`config.mk`:
```
export PLATFORM = sky130hd
export DESIGN_NAME = hazard_control_unit_flat
export DESIGN_NICKNAME = d
export VERILOG_FILES = /design/src/rtl/hazard_control_unit_if.sv /design/src/rtl/hazard_control_unit.sv /design/src/flat_wrapper.sv
export SDC_FILE = /design/constraint.sdc
export NUM_CORES = 1
export LEC_CHECK = 0
export ABC_AREA = 1
export BUFFER_PORTS_ARGS = -buffer_cell sky130_fd_sc_hd__buf_2
export CORE_MARGIN = 5
export CORE_UTILIZATION = 46
export DETAILED_ROUTE_END_ITERATION = 8
export PLACE_DENSITY = 0.7
export SYNTH_ARGS = -nofsm -noshare
export SYNTH_HDL_FRONTEND = slang
export SYNTH_SLANG_ARGS = --single-unit
```
`constraint.sdc`:
```
create_clock -name clk -period 4.26 [get_ports clk]
set_input_delay 0.213 -clock clk [delete_from_list [all_inputs] [get_ports clk]]
set_output_delay 0.213 -clock clk [all_outputs]
set_load 0.005 [all_outputs]
```
`src/rtl/hazard_control_unit_if.sv`:
```
// Interface between the pipeline datapath and the hazard control unit.
// The master side is the pipeline; the slave side is the hazard controller.
interface hazard_control_unit_if #(
  parameter int CNT_W = 16
);
  logic [4:0]       id_rs1;
  logic [4:0]       id_rs2;
  logic             id_uses_rs1;
  logic             id_uses_rs2;
  logic [4:0]       id_ex_rd;
  logic             id_ex_mem_read;
  logic             ex_branch_taken;
  logic             dmem_req;
  logic             dmem_ready;
  logic             pc_write;
  logic             if_id_write;
  logic             id_ex_write;
  logic             ex_mem_write;
  logic             if_id_flush;
  logic             id_ex_flush;
  logic             mem_wb_bubble;
  logic             dmem_timeout;
  logic [1:0]       ctrl_state;
  logic [CNT_W-1:0] stall_count;
  logic [CNT_W-1:0] flush_count;

  modport master (
    output id_rs1, id_rs2, id_uses_rs1, id_uses_rs2, id_ex_rd, id_ex_mem_read,
           ex_branch_taken, dmem_req, dmem_ready,
    input  pc_write, if_id_write, id_ex_write, ex_mem_write, if_id_flush,
           id_ex_flush, mem_wb_bubble, dmem_timeout, ctrl_state, stall_count,
           flush_count
  );

  modport slave (
    input  id_rs1, id_rs2, id_uses_rs1, id_uses_rs2, id_ex_rd, id_ex_mem_read,
           ex_branch_taken, dmem_req, dmem_ready,
    output pc_write, if_id_write, id_ex_write, ex_mem_write, if_id_flush,
           id_ex_flush, mem_wb_bubble, dmem_timeout, ctrl_state, stall_count,
           flush_count
  );
endinterface

```
`src/rtl/hazard_control_unit.sv`:
```
// Pipeline sequencing controller: load-use bubbles, branch flushes, dmem-wait
// freeze with a watchdog, and saturating stall/flush counters.
//
// state    | meaning
// RUN      | normal flow; hazards resolved combinationally
// MEM_WAIT | data memory busy; pipeline frozen, wait_cnt counts busy cycles
// TIMEOUT  | watchdog expired; pipeline frozen until reset
module hazard_control_unit #(
  parameter int TIMEOUT_CYCLES = 64,
  parameter int CNT_W          = 16
) (
  input logic                 clk,
  input logic                 rst_n,
  hazard_control_unit_if.slave bus
);

  localparam int WAIT_W = $clog2(TIMEOUT_CYCLES + 1);

  typedef enum logic [1:0] {
    RUN      = 2'b00,
    MEM_WAIT = 2'b01,
    TIMEOUT  = 2'b10
  } state_t;

  state_t           state, state_nxt;
  logic [WAIT_W-1:0] wait_cnt, wait_cnt_nxt;
  logic             timeout_flag, timeout_flag_nxt;
  logic [CNT_W-1:0] stall_cnt, flush_cnt;

  logic load_use, mem_busy;
  logic pc_write, if_id_write, id_ex_write, ex_mem_write;
  logic if_id_flush, id_ex_flush, mem_wb_bubble;

  assign mem_busy = bus.dmem_req & ~bus.dmem_ready;
  assign load_use = bus.id_ex_mem_read && (bus.id_ex_rd != 5'd0) &&
                    ((bus.id_uses_rs1 && (bus.id_rs1 == bus.id_ex_rd)) ||
                     (bus.id_uses_rs2 && (bus.id_rs2 == bus.id_ex_rd)));

  always_ff @(posedge clk or negedge rst_n) begin
    if (!rst_n) begin
      state        <= RUN;
      wait_cnt     <= '0;
      timeout_flag <= 1'b0;
      stall_cnt    <= '0;
      flush_cnt    <= '0;
    end else begin
      state        <= state_nxt;
      wait_cnt     <= wait_cnt_nxt;
      timeout_flag <= timeout_flag_nxt;
      if (!pc_write && (stall_cnt != {CNT_W{1'b1}}))
        stall_cnt <= stall_cnt + {{(CNT_W-1){1'b0}}, 1'b1};
      if (if_id_flush && (flush_cnt != {CNT_W{1'b1}}))
        flush_cnt <= flush_cnt + {{(CNT_W-1){1'b0}}, 1'b1};
    end
  end

  always_comb begin
    state_nxt        = state;
    wait_cnt_nxt     = wait_cnt;
    timeout_flag_nxt = timeout_flag;
    pc_write         = 1'b1;
    if_id_write      = 1'b1;
    id_ex_write      = 1'b1;
    ex_mem_write     = 1'b1;
    if_id_flush      = 1'b0;
    id_ex_flush      = 1'b0;
    mem_wb_bubble    = 1'b0;

    unique case (state)
      RUN: begin
        if (mem_busy) begin
          state_nxt    = MEM_WAIT;
          wait_cnt_nxt = WAIT_W'(1);
        end
      end
      MEM_WAIT: begin
        if (!mem_busy) begin
          state_nxt    = RUN;
          wait_cnt_nxt = '0;
        end else if (wait_cnt == WAIT_W'(TIMEOUT_CYCLES - 1)) begin
          state_nxt        = TIMEOUT;
          timeout_flag_nxt = 1'b1;
        end else begin
          wait_cnt_nxt = wait_cnt + WAIT_W'(1);
        end
      end
      TIMEOUT: ;
      default: state_nxt = RUN;
    endcase

    // While reset is asserted the controls stay at their pass-through values.
    if (rst_n) begin
      if (mem_busy || (state == TIMEOUT)) begin
        pc_write      = 1'b0;
        if_id_write   = 1'b0;
        id_ex_write   = 1'b0;
        ex_mem_write  = 1'b0;
        mem_wb_bubble = 1'b1;
      end else if (bus.ex_branch_taken) begin
        // The load-use consumer sits in ID and is flushed anyway.
        if_id_flush = 1'b1;
        id_ex_flush = 1'b1;
      end else if (load_use) begin
        pc_write    = 1'b0;
        if_id_write = 1'b0;
        id_ex_flush = 1'b1;
      end
    end
  end

  assign bus.pc_write      = pc_write;
  assign bus.if_id_write   = if_id_write;
  assign bus.id_ex_write   = id_ex_write;
  assign bus.ex_mem_write  = ex_mem_write;
  assign bus.if_id_flush   = if_id_flush;
  assign bus.id_ex_flush   = id_ex_flush;
  assign bus.mem_wb_bubble = mem_wb_bubble;
  assign bus.dmem_timeout  = timeout_flag;
  assign bus.ctrl_state    = state;
  assign bus.stall_count   = stall_cnt;
  assign bus.flush_count   = flush_cnt;

endmodule
```
`src/flat_wrapper.sv`:
```
// flat-port wrapper written by rule: the top's interface ports become plain ports
module hazard_control_unit_flat 
#(
  parameter int TIMEOUT_CYCLES = 64,
  parameter int CNT_W          = 16
)
  (clk, rst_n, bus_id_rs1, bus_id_rs2, bus_id_uses_rs1, bus_id_uses_rs2, bus_id_ex_rd, bus_id_ex_mem_read, bus_ex_branch_taken, bus_dmem_req, bus_dmem_ready, bus_pc_write, bus_if_id_write, bus_id_ex_write, bus_ex_mem_write, bus_if_id_flush, bus_id_ex_flush, bus_mem_wb_bubble, bus_dmem_timeout, bus_ctrl_state, bus_stall_count, bus_flush_count);
  hazard_control_unit_if #(.CNT_W(CNT_W)) bus_i ();
  input logic clk;
  input logic rst_n;
  input wire logic [$bits(bus_i.id_rs1)-1:0] bus_id_rs1;
  input wire logic [$bits(bus_i.id_rs2)-1:0] bus_id_rs2;
  input wire logic [$bits(bus_i.id_uses_rs1)-1:0] bus_id_uses_rs1;
  input wire logic [$bits(bus_i.id_uses_rs2)-1:0] bus_id_uses_rs2;
  input wire logic [$bits(bus_i.id_ex_rd)-1:0] bus_id_ex_rd;
  input wire logic [$bits(bus_i.id_ex_mem_read)-1:0] bus_id_ex_mem_read;
  input wire logic [$bits(bus_i.ex_branch_taken)-1:0] bus_ex_branch_taken;
  input wire logic [$bits(bus_i.dmem_req)-1:0] bus_dmem_req;
  input wire logic [$bits(bus_i.dmem_ready)-1:0] bus_dmem_ready;
  output wire logic [$bits(bus_i.pc_write)-1:0] bus_pc_write;
  output wire logic [$bits(bus_i.if_id_write)-1:0] bus_if_id_write;
  output wire logic [$bits(bus_i.id_ex_write)-1:0] bus_id_ex_write;
  output wire logic [$bits(bus_i.ex_mem_write)-1:0] bus_ex_mem_write;
  output wire logic [$bits(bus_i.if_id_flush)-1:0] bus_if_id_flush;
  output wire logic [$bits(bus_i.id_ex_flush)-1:0] bus_id_ex_flush;
  output wire logic [$bits(bus_i.mem_wb_bubble)-1:0] bus_mem_wb_bubble;
  output wire logic [$bits(bus_i.dmem_timeout)-1:0] bus_dmem_timeout;
  output wire logic [$bits(bus_i.ctrl_state)-1:0] bus_ctrl_state;
  output wire logic [$bits(bus_i.stall_count)-1:0] bus_stall_count;
  output wire logic [$bits(bus_i.flush_count)-1:0] bus_flush_count;
  assign bus_i.id_rs1 = bus_id_rs1;
  assign bus_i.id_rs2 = bus_id_rs2;
  assign bus_i.id_uses_rs1 = bus_id_uses_rs1;
  assign bus_i.id_uses_rs2 = bus_id_uses_rs2;
  assign bus_i.id_ex_rd = bus_id_ex_rd;
  assign bus_i.id_ex_mem_read = bus_id_ex_mem_read;
  assign bus_i.ex_branch_taken = bus_ex_branch_taken;
  assign bus_i.dmem_req = bus_dmem_req;
  assign bus_i.dmem_ready = bus_dmem_ready;
  assign bus_pc_write = bus_i.pc_write;
  assign bus_if_id_write = bus_i.if_id_write;
  assign bus_id_ex_write = bus_i.id_ex_write;
  assign bus_ex_mem_write = bus_i.ex_mem_write;
  assign bus_if_id_flush = bus_i.if_id_flush;
  assign bus_id_ex_flush = bus_i.id_ex_flush;
  assign bus_mem_wb_bubble = bus_i.mem_wb_bubble;
  assign bus_dmem_timeout = bus_i.dmem_timeout;
  assign bus_ctrl_state = bus_i.ctrl_state;
  assign bus_stall_count = bus_i.stall_count;
  assign bus_flush_count = bus_i.flush_count;
  hazard_control_unit #(.TIMEOUT_CYCLES(TIMEOUT_CYCLES), .CNT_W(CNT_W)) u_core (.clk(clk), .rst_n(rst_n), .bus(bus_i));
endmodule
```
* Word-level counts from Yosys, hierarchy flattened
Index checks and enable logic that the tools add are counted.
** Cells by class
- Reduce and logical (&&, ||, !) cells :: 15
- $add $sub $neg :: 3
- Bitwise operators :: 3
- Equality and inequality tests :: 10
- Multiplexer cells :: 23
** Operator list (count)
- $add A16 B1 Y16 const B :: 2
- $ne A16 B16 Y1 const B :: 2
- $mux W7 :: 3
- $mux W1 :: 15
- $pmux W7 S2 :: 1
- $eq A5 B5 Y1 :: 2
- $reduce_and A3 Y1 :: 3
- $add A7 B1 Y7 const B :: 1
- $eq A7 B6 Y1 const B :: 1
- $logic_and A1 B1 Y1 :: 6
- $mux W2 :: 3
- $ne A3 B3 Y1 const B :: 2
- $pmux W2 S3 :: 1
- $reduce_bool A5 Y1 :: 1
- $eq A2 B1 Y1 const B :: 1
- $eq A2 B2 Y1 const B :: 1
- $logic_not A2 Y1 :: 1
- $logic_or A1 B1 Y1 :: 2
- $ne A2 B1 Y1 const B :: 1
- $not A1 Y1 :: 2
- $reduce_bool A2 Y1 :: 1
- $and A1 B1 Y1 :: 1
- $logic_not A1 Y1 :: 1
** Storage, ports and cells
- Output and inout bits :: 42
- Input bits :: 23
- Word-level logic and storage cells :: 59
- Bits in registers :: 42

* Longest topological paths before layout
Gate-level depths: netlist of the first run.
- Depth after elaboration :: 10
- Mapped depth :: 13
- Gate-level depth less buffers :: 12

* Worst setup path before layout of the first run
No wires, ideal clock.
- Path kind :: register to output
- From :: register u_core.state[0], in the netlist u_core.bus.ctrl_state[0]
- To :: output port bus_pc_write
- Slack :: 2675 ps
- Buffers on the path :: 2
- Data required time :: 4047 ps
- Cell stages (with the launch flop) :: 11
- Arrival time :: 1372 ps
- Cells stage by stage :: dfrtp_1 > inv_1 > nand2_1 > nand2_1 > inv_2 > nor2_2 > inv_1 > nand2_2 > buf_2 > inv_1 > buf_4
** On the way
- Longest elaborated chain between the ends :: 4
** Ends and longest elaborated chain
- start, declared :: line hazard_control_unit.sv:25 : state_t state, state_nxt;
- start signal, assigned :: line hazard_control_unit.sv:47 : state <= state_nxt;
- $eq A2 B2 Y1 :: line hazard_control_unit.sv:93 : if (mem_busy || (state == TIMEOUT)) begin
- $logic_or A1 B1 Y1 :: line hazard_control_unit.sv:93
- $mux W1 (2 in series)
- end, declared :: line flat_wrapper.sv:20 : output wire logic [$bits(bus_i.pc_write)-1:0] bus_pc_write;
Every way passes these cells.

* Worst setup path in the final report of the first run
- From :: register u_core.state[0], in the netlist u_core.bus.ctrl_state[0]
- To :: output port bus_pc_write
** On the way
- Longest elaborated chain between the ends :: 4
** Ends and longest elaborated chain
- $eq A2 B2 Y1 :: line hazard_control_unit.sv:93
- $logic_or A1 B1 Y1 :: line hazard_control_unit.sv:93
- $mux W1 :: line hazard_control_unit.sv:93
- $mux W1 :: line hazard_control_unit.sv:92 : if (rst_n) begin
Every way passes these cells.

==> metrics.txt, run 1 <==
status complete, but fails checks; failing checks hold timing; DR DRC count 0; Final Wtd Congestion 0.849; ranking of synthesized cells by area dfrtp_1, nand2_1, nand3_1, inv_1, xor2_1; Initial DRT Pass Iterations 4; Static Leak 1.72 nW; Synth Area in XOR/XNOR 0.0955; worst r2r src u_core.bus.stall_count[0]; Fin. Hold Viols 13; largest area contributor in the netlist dfrtp_1; Crit path top cell by count inv_1; Worst-Margin Slew 0.558 ns; Iter 0 DRT Violations 82; max-cap check violation count 0; clock edge transition at the registers on the reported setup and hold paths 0.08 ns; clk buf depth 2; post-route non-filler standard cell count 505; Syn Inst Count 369; Core ar. 5570 sq um; post-cts sizing count 0; HP Class primary input to async pin; Worst Path Buf+Inv 5; clk sinks 42; WP data arrival 1.68 ns; Req. time, crit path 4.05 ns; period utilization 0.444; Simple-Gate Fraction of Synth Area 0.383; Crit path max-delay family simple AND/OR/NAND/NOR gates; fill cell count 559; max_slew headroom 0.628; hold slack -0.00931 ns; placed cell count 499; Synth Area in Compound Gates 0.0231; Setup TNS Final 0 ns; slowest stage delay, CP 0.42 ns; TritonCTS Buffers 5; TritonCTS clock tree yes; mean post-synth cell area 7.21 sq um; grt ovf 0; share of layout cells above drive strength 1 0.201; vias per cell 4.96; Critical-path top delay cell dfrtp_1; GRT Util Overall 0.173; clock latency on the worst-skew pair 0.29 ns; critical path capture point type output port; number of global-route vias before repair 2438; Die Y 86.0 um; nets@finish 460; Boundary Pins 65; drt wl/cell 12.1 um; Die X 86.0 um; Ant. Diodes 0; maximum vdd drop 0.000175 V; first-pass GRT wire length 10600 um; row count 27; Final setup viols 0; initial antenna violation count 0; Synth top area share 0.395; port bufs 64; fin crit period 1.89 ns; total die area 7400 sq um; H-Tree Depth 2; syn nets 395; DPL Wire Length 4580 um; P&R area growth vs syn 16.8%; RSZ-0062 raised after global routing no; post-synthesis adder-cell area fraction 0.0141; R2R setup slack 2.48 ns; hold buffer count at CTS 0; skew final 0.00392 ns; Initial Util 0.477; Setup Buffers After CTS 0; Ys Warns 0; element type at the critical path start register; max-slew violations 0; Worst R2R End u_core.bus.stall_count[5]; Max Clock Freq 528 MHz; Tot Pwr 0.837 mW; Pwr Density 270 nW/um^2; largest net degree at the start of global routing 45; vias 2505; area of the mapped netlist 2660 sq um; post-synthesis sequential area ratio 0.395; R2R depth 7; Routed Antenna Nets 0; Crit Path Max Fanout 18; count of state elements after synthesis 42; Post-Route WL 6090 um; CTS Root Cell clkbuf_8; mux contribution to synthesized area 0; library cells used by synthesis 27; CP Cell Sequence inv_1, nand2_1, nand2_1, inv_2, nor2_2, inv_1, nand2_2, inv_1, buf_2; Crit Path Category register to output port; final core occ 0.557; main combinational cell family by area after synthesis simple AND/OR/NAND/NOR gates
==> state kept, by name, indices dropped and copies added (netlist names) <==
name,count
u_core.bus.stall_count,16
u_core.bus.dmem_timeout,1
u_core.bus.flush_count,16
u_core.bus.ctrl_state,2
u_core.wait_cnt,7
==> metrics by stage <==
step | area (sq um) | setup WS (ns)
2_1_floorplan | 2660 | 2.67
3_3_place_gp | 3020 | 2.33
3_5_place_dp | 3020 | 2.29
4_1_cts | 3110 | 2.34
5_1_grt | 3110 | 2.16
6_report | 3110 | 2.37
==> layout make-up <==
class | count | area [sq um] | share of cell area
Inverter | 49 | 184 | 0.0592
Tap cell | 72 | 90.1 | 0.0290
Sequential cell | 42 | 1050 | 0.338
Multi-Input combinational cell | 271 | 1370 | 0.441
Clock buffer | 6 | 82.6 | 0.0266
Timing Repair Buffer | 65 | 328 | 0.106
==> cells in the mapped netlist <==
library cell / number
nand3b_1: 2
buf_4: 2
nand3_1: 37
xnor2_1: 12
nand2_1: 118
nand2_4: 1
o21ai_1: 3
and3_1: 1
nor2_1: 35
a21oi_1: 4
nor3_1: 8
nor2_2: 4
o21ai_0: 4
nor3_4: 1
nand4_4: 1
nor3_2: 1
inv_2: 4
nand2_2: 4
buf_6: 2
xor2_1: 17
inv_1: 45
buf_2: 3
nand4_1: 13
a31oi_1: 1
nor3b_1: 1
dfrtp_1: 42
ha_1: 3
==> per-layer routing <==
metal / up-vias / track usage / part of all wire
li1: 1285 / - / -
met1: 1157 / 0.220 / 0.46
met2: 57 / 0.293 / 0.48
met3: 6 / 0.0317 / 0.049
met4: 0 / 0.0633 / 0.012
met5: - / 0 / 0
==> worst max path at each step <==
stage                              from                   endpoint  depth (start not counted)
5_1_grt                           rst_n            bus_if_id_write                          8
2_1_floorplan  u_core.bus.ctrl_state[0]               bus_pc_write                         10
3_3_place_gp                      rst_n  u_core.bus.stall_count[5]                          9
6_report       u_core.bus.ctrl_state[0]               bus_pc_write                          9
4_1_cts        u_core.bus.ctrl_state[0]            bus_if_id_write                          9
3_5_place_dp                      rst_n  u_core.bus.stall_count[5]                          9
==> cell families (layout without fill, tap and decap cells) <==
family	Yosys count	count (layout)
AO/OA/AOI/OAI	12	12
XOR/XNOR	29	29
adder cells (fa/ha/maj)	3	3
buffers and inverters	56	120
flip-flops	42	42
AND/OR/NAND/NOR	227	227
==> layout by cell type, fill, tap and decap left out <==
master and instances:
inv_1 45, dfrtp_1 42, buf_4 1, a21oi_1 4
inv_2 4, nand2_2 4, nand4_4 1, xnor2_1 12
nor3_2 1, a31oi_1 1, nor2_2 4, nor3_1 8
xor2_1 17, nor2_1 35, and3_1 1, nand3b_1 2
nor3_4 1, nor3b_1 1, o21ai_1 3, nand2_1 118
ha_1 3, nand3_1 37, buf_2 64, o21ai_0 4
nand2_4 1, clkbuf_8 6, nand4_1 13
==> worst register-to-register path: stages (launching register included) <==
cell	delay (ns)
dfrtp_1	0.45
ha_1	0.28
nand2_2	0.13
nor3_4	0.16
nand4_4	0.28
nand2_4	0.29
nand2_1	0.07
nand2_1	0.07
==> power breakdown <==
group          total [mW]  switching (mW)  internal (mW)
Sequential          0.450          0.0313          0.419
Combinational       0.128          0.0720         0.0558
Clock               0.259           0.134          0.125
Total               0.837           0.237          0.600
(Power assumes the default switching activity.)
==> run 2: changes to the inputs <==
--- a/config.mk
+++ b/config.mk
@@ -5,12 +5,12 @@
 export SDC_FILE = /design/constraint.sdc
 export NUM_CORES = 1
 export LEC_CHECK = 0
-export ABC_AREA = 1
+export ABC_AREA = 0
 export BUFFER_PORTS_ARGS = -buffer_cell sky130_fd_sc_hd__buf_2
 export CORE_MARGIN = 5
 export CORE_UTILIZATION = 46
 export DETAILED_ROUTE_END_ITERATION = 8
-export PLACE_DENSITY = 0.7
+export PLACE_DENSITY = 0.75
 export SYNTH_ARGS = -nofsm -noshare
 export SYNTH_HDL_FRONTEND = slang
 export SYNTH_SLANG_ARGS = --single-unit
==> constraint.sdc (replaced) <==
create_clock -name clk -period 1.6 [get_ports clk]
set_input_delay 0.08 -clock clk [delete_from_list [all_inputs] [get_ports clk]]
set_output_delay 0.08 -clock clk [all_outputs]
set_load 0.005 [all_outputs]
==> metrics.txt, run 2 <==
row count 25 (-7.4%); H-Tree Depth 2 (unchanged); library cells used by synthesis 37 (+37%); share of power burned in registers 0.389 (-0.149); Routed Antenna Nets 0 (unchanged); asr flop ratio synth 1.00 (unchanged); area of the mapped netlist 2200 sq um (-17%); share of layout cells above drive strength 1 0.585 (+0.384); combinational share of power 0.403 (+0.250); Crit path max-delay family simple AND/OR/NAND/NOR gates; Pwr Density 938 nW/um^2 (+250%); port bufs 64 (unchanged); most frequent cells after synthesis dfrtp_1, nand2_1, xnor2_1; Crit Path Max Fanout 5 (-13); nets@finish 401 (-13%); CP Cell Sequence ha_2, and3_4, nand3_2, o31a_1, and4_4, nand3_2, xnor2_1; grt ovf 0 (unchanged); Max Clock Freq 562 MHz; hold slack -0.0350 ns (-0.0257 ns); DR DRC count 0 (unchanged); count of state elements after synthesis 42 (unchanged); worst r2r src u_core.bus.flush_count[0]; Crit Path Category register to register; maximum vdd drop 0.000818 V (+370%); Ant. Diodes 0 (unchanged); clock edge transition at the registers on the reported setup and hold paths 0.09 ns (about the same); initial antenna violation count 0 (unchanged); Post-Route WL 7990 um (+31%); vias 2325 (-7.2%); vias per cell 5.41 (+9.0%); Fin. Hold Viols 33 (+20); setup slack at placement -0.269 ns (-2.55 ns); WP data arrival 1.97 ns (+0.29 ns); Sw Share 0.347 (+0.0638); number of global-route vias before repair 2345 (-3.8%); Crit path top cell by count nand3_2; slowest stage delay, CP 0.41 ns (about the same); GRT Util Overall 0.232 (+0.0583); Static Leak 1.86 nW (+7.8%); ranking of synthesized cells by area dfrtp_1, xnor2_1, xor2_1, nand2_1, nand3_1; CP Launch Point u_core.bus.flush_count[0]; Tot Pwr 3.57 mW (+330%); drt wl/cell 18.6 um (+54%); max-cap check violation count 0 (unchanged); failing checks hold timing, setup timing; P&R area growth vs syn 73.3%; Initial Util 0.469 (-0.00819); Clk pwr share 0.209 (-0.101); Worst-Margin Slew 0.459 ns (-0.0990 ns); largest net degree at the start of global routing 35 (-22%); max_slew headroom 0.694 (+0.0660); clk sinks 42 (unchanged); Boundary Pins 65 (unchanged); TritonCTS Buffers 5 (unchanged); post-synthesis sequential area ratio 0.478 (+0.0825); Pint 2.33 mW (+290%); most frequent cells in the layout buf_4, buf_2, dfrtp_1; Core ar. 4690 sq um (-16%); RSZ-0062 raised after global routing yes; status complete, but fails checks; Initial DRT Pass Iterations 4 (unchanged); Req. time, crit path 1.79 ns (-2.26 ns); TritonCTS clock tree yes; fill cell count 255 (-54%); most common cell after layout, fill and taps aside buf_4; Switching Power 1.24 mW (+420%); count leader, synth dfrtp_1; element type at the critical path start register; CTS Root Cell clkbuf_8; Critical-path top delay cell dfrtp_1; Iter 0 DRT Violations 124 (+51%); period utilization 1.11; critical path capture point type register; HP Class primary input to async pin; Die Y 79.2 um (-8.0%); final setup margin -0.180 ns (-2.55 ns); Ys Warns 0 (unchanged); mean post-synth cell area 10.1 sq um (+41%); max-slew violations 0 (unchanged); Worst Path Buf+Inv 0 (-5); Die X 79.2 um (-8.0%); fin crit period 1.78 ns; total die area 6260 sq um (-15%); largest area contributor in the netlist dfrtp_1; syn nets 243 (-38%); clock latency on the worst-skew pair 0.30 ns (about the same); skew final 0.00988 ns (+0.00597 ns); Synth top area share 0.478 (+0.0825); Syn Inst Count 217 (-41%); DPL Wire Length 4460 um (-2.7%); main flop type after synthesis dfrtp_1; Final Wtd Congestion 0.802 (-5.5%); Final setup viols 33 (+33); clk buf depth 2 (unchanged); first-pass GRT wire length 11300 um (+7.5%); Post-synth EDFFs 0 (unchanged)
-- run 2: changes by cell type after synthesis, moves of 9 or more --
cell / delta
nand2_1: -92
inv_1: -41
nand3_1: -24
nor2_1: -24
xnor2_1: +10
nand4_1: -9
-- run 2: cell type report --
cell class | count | area, sq um | share of cell area
well taps | 54 | 67.6 | 0.0177
multi-input cells | 167 | 1500 | 0.394
clock inverters | 1 | 5.00 | 0.00131
clock buffers | 7 | 86.3 | 0.0227
repair buffers | 155 | 1090 | 0.285
inverters | 4 | 15.0 | 0.00394
flip-flops and latches | 42 | 1050 | 0.276
-- run 2: final timing paths --
path	end	slack, ns	depth (start not counted)
hold reg to reg	u_core.bus.dmem_timeout	0.48	1
hold / removal	u_core.bus.stall_count[8]	-0.03	2
min in group clk	u_core.bus.ctrl_state[0]	0.29	4
setup reg to reg	u_core.bus.flush_count[12]	-0.18	7
max in group asynchronous	u_core.bus.stall_count[15]	0.87	3
setup / recovery	u_core.bus.flush_count[12]	-0.18	7
-- run 2: routing by layer --
metal | routed length (um) | up-vias | global-route usage
met5 | 0 | - | 0
met4 | 160 | 0 | 0.0911
met3 | 464 | 16 | 0.0408
met2 | 4160 | 87 | 0.412
met1 | 3200 | 1148 | 0.277
li1 | - | 1074 | -
-- run 2: cells by family after synthesis --
group           synth area share
mux                       0.0205
fa+ha+maj                 0.0171
xor+xnor                   0.151
buf+inv                   0.0205
simple gates               0.241
flops                      0.478
compound gates            0.0717
-- run 2: power groups by stage --
stage	clock [mW]	combinational [mW]	sequential, mW
floorplan	0	0.357	1.44
global placement	0	1.03	1.36
detailed placement	0	1.06	1.37
CTS	0.731	1.18	1.35
global route	0.792	1.55	1.41
finish	0.746	1.44	1.39
-- run 2: timing repair --
| item | CTS | global route |
|---|---|---|
| setup buffers | 15 | 13 |
| pin swaps | 15 | 25 |
| hold buffers | 1 | 1 |
| endpoints found under the setup margin | 29 | 38 |
| cloned | 1 | 0 |
| endpoints found under the hold margin | 42 | 1 |
| resized for setup | 39 | 46 |
-- run 2: per-stage QoR --
stage | instances | util | instance area [sq um] | hold WS, ns | TNS, ns
5_1_grt | 430 | 0.812 | 3810 | 0.0161 | -5.01
4_1_cts | 416 | 0.741 | 3480 | -0.400 | -0.642
3_5_place_dp | 391 | 0.657 | 3080 | -0.0907 | -3.89
3_3_place_gp | 391 | 0.657 | 3080 | -0.0870 | -2.87
2_1_floorplan | 217 | - | 2260 | -0.216 | -1.02
6_report | 430 | 0.812 | 3810 | -0.0350 | -2.48
